`config.mk`:
```
export PLATFORM = sky130hd
export DESIGN_NAME = regfile_multiport
export DESIGN_NICKNAME = d
export VERILOG_FILES = /design/src/rtl/regfile_pkg.sv /design/src/rtl/regfile_read_port.sv /design/src/rtl/regfile_multiport.sv
export SDC_FILE = /design/constraint.sdc
export NUM_CORES = 2
export LEC_CHECK = 0
export CORE_UTILIZATION = 45
export DETAILED_ROUTE_END_ITERATION = 8
export GPL_TIMING_DRIVEN = 0
export SYNTH_ARGS = -nofsm -noshare
export SYNTH_HDL_FRONTEND = slang
export SYNTH_SLANG_ARGS = --single-unit
export TNS_END_PERCENT = 20
```
`constraint.sdc`:
```
create_clock -name clk -period 4.7 [get_ports clk]
set_clock_uncertainty 0.1 [all_clocks]
set_input_delay 1.175 -clock clk [delete_from_list [all_inputs] [get_ports clk]]
set_output_delay 1.175 -clock clk [all_outputs]
set_load 0.01 [all_outputs]
```
`src/rtl/regfile_pkg.sv`:
```
// regfile_pkg
// Shared definitions for the multi-port register file:
//   - rf_state_e : CLEAR (sequential zeroing after reset) / RUN (normal access)
//   - RF_XLEN    : default data width
//   - rf_aw()    : address width needed to index n registers (at least 1 bit)
package regfile_pkg;

  typedef enum logic {
    CLEAR = 1'b0,
    RUN   = 1'b1
  } rf_state_e;

  localparam int RF_XLEN = 32;

  // Address width for n registers; n is at least 2, so the result is at least 1
  function automatic int rf_aw(input int n);
    if (n <= 2) begin
      return 1;
    end else begin
      return $clog2(n);
    end
  endfunction

endpackage

```
`src/rtl/regfile_read_port.sv`:
```
// regfile_read_port
// One read port of the register file. Forces address 0, out-of-range
// addresses and not-yet-cleared contents to zero, bypasses a same-cycle
// committing write, and optionally registers the result.
// Ports:
//   clk, rst      : clock, synchronous active-low reset (output register only)
//   i_addr        : read address
//   i_ready       : array contents valid (clear engine finished)
//   i_wr_commit   : a write commits on the coming edge
//   i_wr_addr     : address of that write
//   i_wr_data     : data of that write
//   i_mem         : storage array, entries 1..NREGS-1
//   o_data        : read result (combinational or registered per READ_LAT)
module regfile_read_port
  import regfile_pkg::*;
#(
  parameter int XLEN     = RF_XLEN,
  parameter int NREGS    = 32,
  parameter int AW       = rf_aw(NREGS),
  parameter int READ_LAT = 0
) (
  input  logic            clk,
  input  logic            rst,
  input  logic [AW-1:0]   i_addr,
  input  logic            i_ready,
  input  logic            i_wr_commit,
  input  logic [AW-1:0]   i_wr_addr,
  input  logic [XLEN-1:0] i_wr_data,
  input  logic [XLEN-1:0] i_mem [1:NREGS-1],
  output logic [XLEN-1:0] o_data
);

  localparam logic [AW:0] LAST = (AW+1)'(NREGS - 1);

  logic            w_addr_ok;
  logic [AW-1:0]   w_idx;
  logic [XLEN-1:0] w_val;
  logic [XLEN-1:0] r_data;

  assign w_addr_ok = (i_addr != {AW{1'b0}}) && ({1'b0, i_addr} <= LAST);
  // Keep the array index inside 1..NREGS-1 even when the result is forced to 0
  assign w_idx     = w_addr_ok ? i_addr : {{(AW-1){1'b0}}, 1'b1};

  // Read value in priority order: invalid address, not ready, bypass, storage
  always_comb begin
    w_val = {XLEN{1'b0}};
    if (!w_addr_ok) begin
      w_val = {XLEN{1'b0}};
    end else if (!i_ready) begin
      w_val = {XLEN{1'b0}};
    end else if (i_wr_commit && (i_wr_addr == i_addr)) begin
      w_val = i_wr_data;
    end else begin
      w_val = i_mem[w_idx];
    end
  end

  // Output register; only observed when READ_LAT is 1
  always_ff @(posedge clk) begin
    if (!rst) begin
      r_data <= {XLEN{1'b0}};
    end else begin
      r_data <= w_val;
    end
  end

  assign o_data = (READ_LAT == 1) ? r_data : w_val;

endmodule

```
`src/rtl/regfile_multiport.sv`:
```
// regfile_multiport
// Multi-port register file for the ID stage, written from WB. Register 0 is
// hardwired to zero and not stored. After reset a clear engine zeroes
// registers 1..NREGS-1 one per cycle, so the array needs no parallel reset.
// Ports:
//   clk        : clock
//   rst        : synchronous active-low reset
//   regWrite   : write enable
//   writeReg   : write address
//   writeData  : write data
//   readReg    : NREAD packed read addresses, port i at [i*AW +: AW]
//   readData   : NREAD packed read results, port i at [i*XLEN +: XLEN]
//   ready      : high once the clear engine has finished
//   wrDropped  : one-cycle pulse after a write was discarded
module regfile_multiport
  import regfile_pkg::*;
#(
  parameter int XLEN     = RF_XLEN,
  parameter int NREGS    = 32,
  parameter int NREAD    = 2,
  parameter int READ_LAT = 0,
  parameter int AW       = rf_aw(NREGS)
) (
  input  logic                  clk,
  input  logic                  rst,
  input  logic                  regWrite,
  input  logic [AW-1:0]         writeReg,
  input  logic [XLEN-1:0]       writeData,
  input  logic [NREAD*AW-1:0]   readReg,
  output logic [NREAD*XLEN-1:0] readData,
  output logic                  ready,
  output logic                  wrDropped
);

  localparam logic [AW:0] LAST = (AW+1)'(NREGS - 1);

  rf_state_e       r_state;
  logic [AW-1:0]   r_clr_cnt;
  logic            r_ready;
  logic            r_wr_dropped;
  logic [XLEN-1:0] r_mem [1:NREGS-1];

  logic w_wr_nonzero;
  logic w_wr_in_range;
  logic w_commit;
  logic w_drop;

  assign w_wr_nonzero  = (writeReg != {AW{1'b0}});
  assign w_wr_in_range = ({1'b0, writeReg} <= LAST);
  assign w_commit      = regWrite && (r_state == RUN) && w_wr_nonzero && w_wr_in_range;
  // Writes to register 0 are silently ignored, never reported as dropped
  assign w_drop        = regWrite && w_wr_nonzero && ((r_state == CLEAR) || !w_wr_in_range);

  // Clear engine FSM, ready flag and dropped-write pulse
  always_ff @(posedge clk) begin
    if (!rst) begin
      r_state      <= CLEAR;
      r_clr_cnt    <= {{(AW-1){1'b0}}, 1'b1};
      r_ready      <= 1'b0;
      r_wr_dropped <= 1'b0;
    end else begin
      r_wr_dropped <= w_drop;
      case (r_state)
        CLEAR: begin
          r_clr_cnt <= r_clr_cnt + {{(AW-1){1'b0}}, 1'b1};
          // Leave CLEAR on the same edge that zeroes the last register
          if ({1'b0, r_clr_cnt} == LAST) begin
            r_state <= RUN;
            r_ready <= 1'b1;
          end else begin
            r_ready <= 1'b0;
          end
        end
        RUN: begin
          r_ready <= 1'b1;
        end
        default: begin
          r_state   <= CLEAR;
          r_clr_cnt <= {{(AW-1){1'b0}}, 1'b1};
          r_ready   <= 1'b0;
        end
      endcase
    end
  end

  // Storage array: zeroed by the clear engine, written by committed writes
  always_ff @(posedge clk) begin
    if (rst && (r_state == CLEAR)) begin
      r_mem[r_clr_cnt] <= {XLEN{1'b0}};
    end else if (rst && w_commit) begin
      r_mem[writeReg] <= writeData;
    end
  end

  for (genvar g = 0; g < NREAD; g++) begin : g_rd
    regfile_read_port #(
      .XLEN     (XLEN),
      .NREGS    (NREGS),
      .AW       (AW),
      .READ_LAT (READ_LAT)
    ) u_rd (
      .clk         (clk),
      .rst         (rst),
      .i_addr      (readReg[g*AW +: AW]),
      .i_ready     (r_ready),
      .i_wr_commit (w_commit),
      .i_wr_addr   (writeReg),
      .i_wr_data   (writeData),
      .i_mem       (r_mem),
      .o_data      (readData[g*XLEN +: XLEN])
    );
  end

  assign ready     = r_ready;
  assign wrDropped = r_wr_dropped;

endmodule

```
Word-level counts from Yosys, hierarchy flattened
Cells that the tools add are included.
{"block": "classes", "bitwise_logic": 7, "addsub": 1, "magnitude_cmp": 6, "n_eq_ne": 3, "n_reduce_logical": 14, "mux": 24}
{"op": "992-bit 2-to-1 mux", "n": 2}
{"op": "992-bit AND", "n": 1}
{"op": "992-bit bitwise mux", "n": 1}
{"op": "992-bit NOT", "n": 1}
{"op": "32-bit 2-to-1 mux", "n": 12}
{"op": "32-bit binary-select mux with 5-bit select", "n": 2}
{"op": "32-bit demux with 5-bit select", "n": 2}
{"op": "6-bit >= comparator (second input constant)", "n": 4}
{"op": "5-bit NOT with 6-bit output", "n": 4}
{"op": "5-bit nonzero test", "n": 3}
{"op": "6-bit by 1-bit < comparator with 1-bit output (second input constant)", "n": 2}
{"op": "5-bit == test", "n": 2}
{"op": "1-bit logical AND", "n": 10}
{"op": "5-bit 2-to-1 mux", "n": 2}
{"op": "5-bit by 1-bit adder with 5-bit output (second input constant)", "n": 1}
{"op": "5-bit == test (second input constant)", "n": 1}
{"op": "1-bit 2-to-1 mux", "n": 2}
{"op": "1-bit one-hot mux with 2 select lines", "n": 1}
{"op": "2-bit nonzero test", "n": 1}
{"op": "1-bit NOT", "n": 1}
{"block": "totals", "out_inout_bits": 66, "inputBits": 50, "register_bits": 1000}

Longest topological paths before layout
{"block": "depth", "ltp_word": 9, "ltp_mapped": 11, "depth_no_buf": 6}

Cells and area by module
From an unflattened synthesis, not the netlist that was laid out.
{"block": "unflattened", "hier_cells": 5458, "hier_area_um2": 61940.7}
{"module": "regfile_multiport", "area_each_um2": 42214.2, "n_inst": 1, "cells_per_inst": 2618, "seq_area_each_um2": 29928.7}
{"module": "regfile_read_port", "area_each_um2": 9863.2, "n_inst": 2, "cells_per_inst": 1420, "seq_area_each_um2": 0.0}

Worst setup path before layout
Ideal clock, no wire load.
{"block": "synth_path", "path_kind": "input to register", "startpoint": "input port writeReg[0]", "endpoint": "register r_mem[32] in the netlist's numbering, enable pin", "t_arrival_ns": 4.484, "setup_ns": 0.470, "slack_ns": -0.354, "stages": 7, "cell_sequence": "buf_2 or2_1 buf_2 o21a_1 nand2_1 clkbuf_1 o31ai_1"}
{"block": "synth_via", "elab_chain_cells": 4}
{"element": "start, declared", "line": "regfile_multiport.sv:27", "source": "input logic [AW-1:0] writeReg,"}
{"element": "5-bit nonzero test", "line": "regfile_multiport.sv:48", "source": "assign w_wr_nonzero = (writeReg != {AW{1'b0}});"}
{"element": "1-bit logical AND", "line": "regfile_multiport.sv:50", "source": "assign w_commit = regWrite && (r_state == RUN) && w_wr_nonzero && w_wr_in_range;"}
{"element": "1-bit logical AND", "line": "regfile_multiport.sv:90", "source": "end else if (rst && w_commit) begin"}
{"element": "2-bit nonzero test (no source line)"}
{"element": "end signal, assigned by index", "line": "regfile_multiport.sv:89", "source": "r_mem[r_clr_cnt] <= {XLEN{1'b0}};"}
{"element": "end signal, assigned by index", "line": "regfile_multiport.sv:91", "source": "r_mem[writeReg] <= writeData;"}
{"element": "end, declared", "line": "regfile_multiport.sv:41", "source": "logic [XLEN-1:0] r_mem [1:NREGS-1];"}
No other way between the ends.
A chain may end at the register's enable or synchronous reset.

Worst setup path after layout
{"block": "layout_path", "startpoint": "input port readReg[5]", "endpoint": "output port readData[53]"}
{"block": "layout_via", "elab_chain_cells": 9, "elab_cells_between_ends": 11}
{"element": "start, declared", "line": "regfile_multiport.sv:29", "source": "input logic [NREAD*AW-1:0] readReg,"}
{"element": "5-bit nonzero test", "line": "regfile_read_port.sv:40", "source": "assign w_addr_ok = (i_addr != {AW{1'b0}}) && ({1'b0, i_addr} <= LAST);"}
{"element": "5-bit 2-to-1 mux", "line": "regfile_read_port.sv:42", "source": "assign w_idx = w_addr_ok ? i_addr : {{(AW-1){1'b0}}, 1'b1};"}
{"element": "5-bit NOT with 6-bit output (implied by the code)", "line": "regfile_read_port.sv:54", "source": "w_val = i_mem[w_idx];"}
{"element": "32-bit binary-select mux with 5-bit select", "line": "regfile_read_port.sv:54"}
{"element": "32-bit 2-to-1 mux (implied by the code) (2 in series)", "line": "regfile_read_port.sv:54"}
{"element": "32-bit 2-to-1 mux", "line": "regfile_read_port.sv:51", "source": "end else if (i_wr_commit && (i_wr_addr == i_addr)) begin"}
{"element": "32-bit 2-to-1 mux", "line": "regfile_read_port.sv:49", "source": "end else if (!i_ready) begin"}
{"element": "32-bit 2-to-1 mux *", "line": "regfile_read_port.sv:47", "source": "if (!w_addr_ok) begin"}
{"element": "end, declared", "line": "regfile_multiport.sv:30", "source": "output logic [NREAD*XLEN-1:0] readData,"}
Every way passes the cells marked *; elsewhere a longest branch is shown, timed or not. The select of a mux whose other input is x is not followed.

==> metrics <==
outcome finished with violations; Cell Area, Synth between 50000 and 60000 um2; clock power share between 30% and 40%; met3 global-route usage roughly a quarter; fin util 58.0%; Final Critical Period around 5 ns; hold path cells 1; grt met1 use 62.7%; 1st-iter DRT viols 10029; Final Non-Filler Cells 7176; CTS tree yes; drt drc 36; syn nets just under 5000; vias in the first global route 50036; post-synthesis sequential area ratio 50.9%; DIE AREA 132000 um2; Main synth FF type edfxtp_1; largest net degree at the start of global routing 19; Die X about 360 um; starting density of the core 45.4%; Post-DRT Antenna Nets 0; routability cong. between 1 and 1.5; CP required 3.42 ns; port bufs about 110; synth unique cells 74; fmax 0.199 GHz; Final Cycle Share 107%; Num CTS Buffers 114; Final Hold Fails 0; NetSw 7.98 mW; Synth Area per Inst ~12 um2; GR peak layer met2; # H-tree levels 3; Gate Count Post-Synth 4886; Pins Over Slew Limit 17; final setup fails 54; Post-synth EDFFs 992; CP startpoint kind primary input; Lkg Pwr 27.7 nW; internal power ~18 mW; register area 29900 um2; Vias/cell 7.74; Core Box Area 129000 um2; critical-path maximum fanout 10; share of synthesized registers carrying an async set or reset 0%; fraction of layout cells with a size suffix above 1 27.6%; max-cap check violation count 2; Max clock buf depth 3; initial antenna violation count 22; DP Cell Count 6785; kind of critical path primary input to output pin; final WL 346000 um; num rows 132; nets@finish 5381; Worst Setup Slack, final -0.337 ns; multi-input logic area 29700 um2; DR WL/cell 48.2 um; total track usage 51.0%; CP endpoint kind output pin; RSZ-0062 raised after global routing true; P&R area growth vs syn 27.7%; io pins 116; first-pass GRT wire length 451000 um; Power Density 340 nW/um2; Worst slew margin -8.71%; crit path DAT 3.76 ns; failing checks DRC, capacitance limit, slew limit, setup timing; hpwl dp 264000 um; Die H 363 um; maximum VDD drop 307 uV; Skew-Pair Late Insertion Delay slightly below 0.8 ns; Fillers 10738; Flop pwr share 43.6%; worst reg-to-reg path cell count 10; # clock sinks 999; Global Route met2 Usage 70.0%; hold_buf cts 0; Clock Root Buffer clkbuf_16; switching share of power between 30% and 40%; Logic pwr share 19.4%; Ys Warns 0; First-pass DRT Iterations 9; worst-margin pin slew 1.63 ns; Hold Path Class register to register; synthesized flop and latch total 999; Remaining Overflow, GRT 0; Vias 55560; clock-pin slew on the worst setup and hold paths 0.06 ns
synthesized netlist by cell type, types with 6 or more instances:
master     count  area (um2)
nor2_1        86         323
nand2_1      303        1140
o32ai_1       18         158
buf_6          6        67.6
nor3_1        21         105
o21a_1        34         255
nand3_1       56         280
a311o_1        6        60.1
mux2i_1      252        2520
edfxtp_1     992       29800
a2bb2oi_1      7        61.3
o221ai_1       7        61.3
o31ai_1       33         248
a22oi_1       19         143
a32oi_1       11        96.3
buf_2        138         691
a22o_1       975        8540
clkbuf_1     384        1440
nor4_1        15        93.8
nand2b_1      26         163
o22ai_1       88         551
and2_1        47         294
a311oi_1      18         158
a221oi_1     143        1250
mux2_2       203        2290
dfxtp_1        7         140
nor2b_1       14        87.6
o21ai_0      189         946
and2_0         8        50.1
a21oi_1      157         786
a2111oi_0      6        52.6
a211o_1       20         175
nand4_1       36         225
buf_1         61         229
xnor2_1        8        70.1
a211oi_1      53         398
o2111ai_1     20         175
a32o_1        35         350
a221o_1       42         420
mux4_2       103        2320
buf_4         39         293
a222oi_1      21         210
a31oi_1       33         206
inv_1         85         319
path summary, 6_finish.rpt:
check	start	end	slack (ns)
worst max-delay path	readReg[5]	readData[53]	-0.34
worst max register to register	r_state	r_mem[306]	0.61
worst min register to register	r_mem[91]	r_mem[91]	0.48
worst min-delay path	r_mem[91]	r_mem[91]	0.48
flip-flops by register name (all words and copies together), names as in the netlist:
signal     cells
r_clr_cnt      5
wrDropped      1
r_state        1
r_mem        992
cell usage in the layout, fill, tap and decap left out, types with 43 or more instances in the layout:
cell       netlist  layout
edfxtp_1       992     992
a22o_1         975     973
nand2_1        303     293
clkbuf_1       384     285
mux2i_1        252     241
mux2_2         203     200
a21oi_1        157     133
buf_4           39     131
clkbuf_16        0     130
o21ai_0        189     117
mux4_2         103     103
buf_12           0      94
inv_1           85      82
o22ai_1         88      78
buf_8            0      75
buf_2          138      74
nor2_1          86      71
a221oi_2         1      56
buf_6            6      55
a221oi_4         0      50
and2_1          47      46
a211oi_1        53      43
per-layer routing:
| metal | share of wire, % | vias to the layer above |
|---|---|---|
| met5 | 0.053 | - |
| met4 | 8.7 | 16 |
| met3 | 16 | 1274 |
| met2 | 40 | 5306 |
| met1 | 35 | 27966 |
| li1 | - | 20998 |
critical path: stages:
cell and delay, ns:
buf_16 0.14, buf_16 0.23, buf_12 0.21, mux2_4 0.33, a221oi_4 0.36, nor4_2 0.10, o2111ai_2 0.34, nand4_1 0.51
buf_2 0.32
power groups by stage:
stage,Combinational [mW],Clock (mW),Sequential (mW)
after global placement,3.67,0,11.3
after floorplan,2.14,0,11.0
after detailed placement,3.82,0,11.2
after CTS,4.49,9.31,11.1
final,4.95,9.42,11.1
after global routing,4.92,9.61,11.2
what timing repair did:
action | in CTS | in global routing
pin swaps | 135 | 79
setup buffers | 118 | 48
setup endpoints to repair | 76 | 63
resized for setup | 1439 | 223
gates cloned | 4 | 2
kinds of logic after synthesis:
| kind of cell | Yosys count | synth area share (%) |
|---|---|---|
| buffers and inverters | 715 | 5.19 |
| adder cells (fa/ha/maj) | 5 | 0.106 |
| multiplexers | 558 | 12.1 |
| AO/OA/AOI/OAI | 1954 | 26.3 |
| AND/OR/NAND/NOR | 642 | 5.11 |
| flip-flops | 999 | 50.9 |
| XOR/XNOR | 13 | 0.194 |
metrics by stage:
step | TNS (ns) | area [um2] | hold slack (ns) | total power, mW | worst slack (ns)
floorplan | -337.07 | 58800 | 0.430 | 13.1 | -0.354
global placement | -3709.98 | 62000 | 0.457 | 14.9 | -4.96
detailed placement | -595.19 | 63200 | 0.456 | 15.0 | -3.25
CTS | -3.49 | 73600 | 0.481 | 24.9 | -0.229
global route | -3.69 | 75000 | 0.489 | 25.7 | -0.251
finish | -7.29 | 75100 | 0.482 | 25.5 | -0.337
final cells by class:
| type | instances | area share, % |
|---|---|---|
| clock inverter | 74 | 1.02 |
| sequential | 999 | 39.9 |
| clock buffer | 140 | 4.03 |
| inverter | 86 | 0.448 |
| antenna | 10 | 0.0333 |
| multi-input combinational | 3172 | 39.6 |
| timing repair buffer | 330 | 4.98 |
| buffer | 623 | 7.14 |
| tap | 1742 | 2.90 |
No activity file was read; power rests on OpenSTA's default activity.
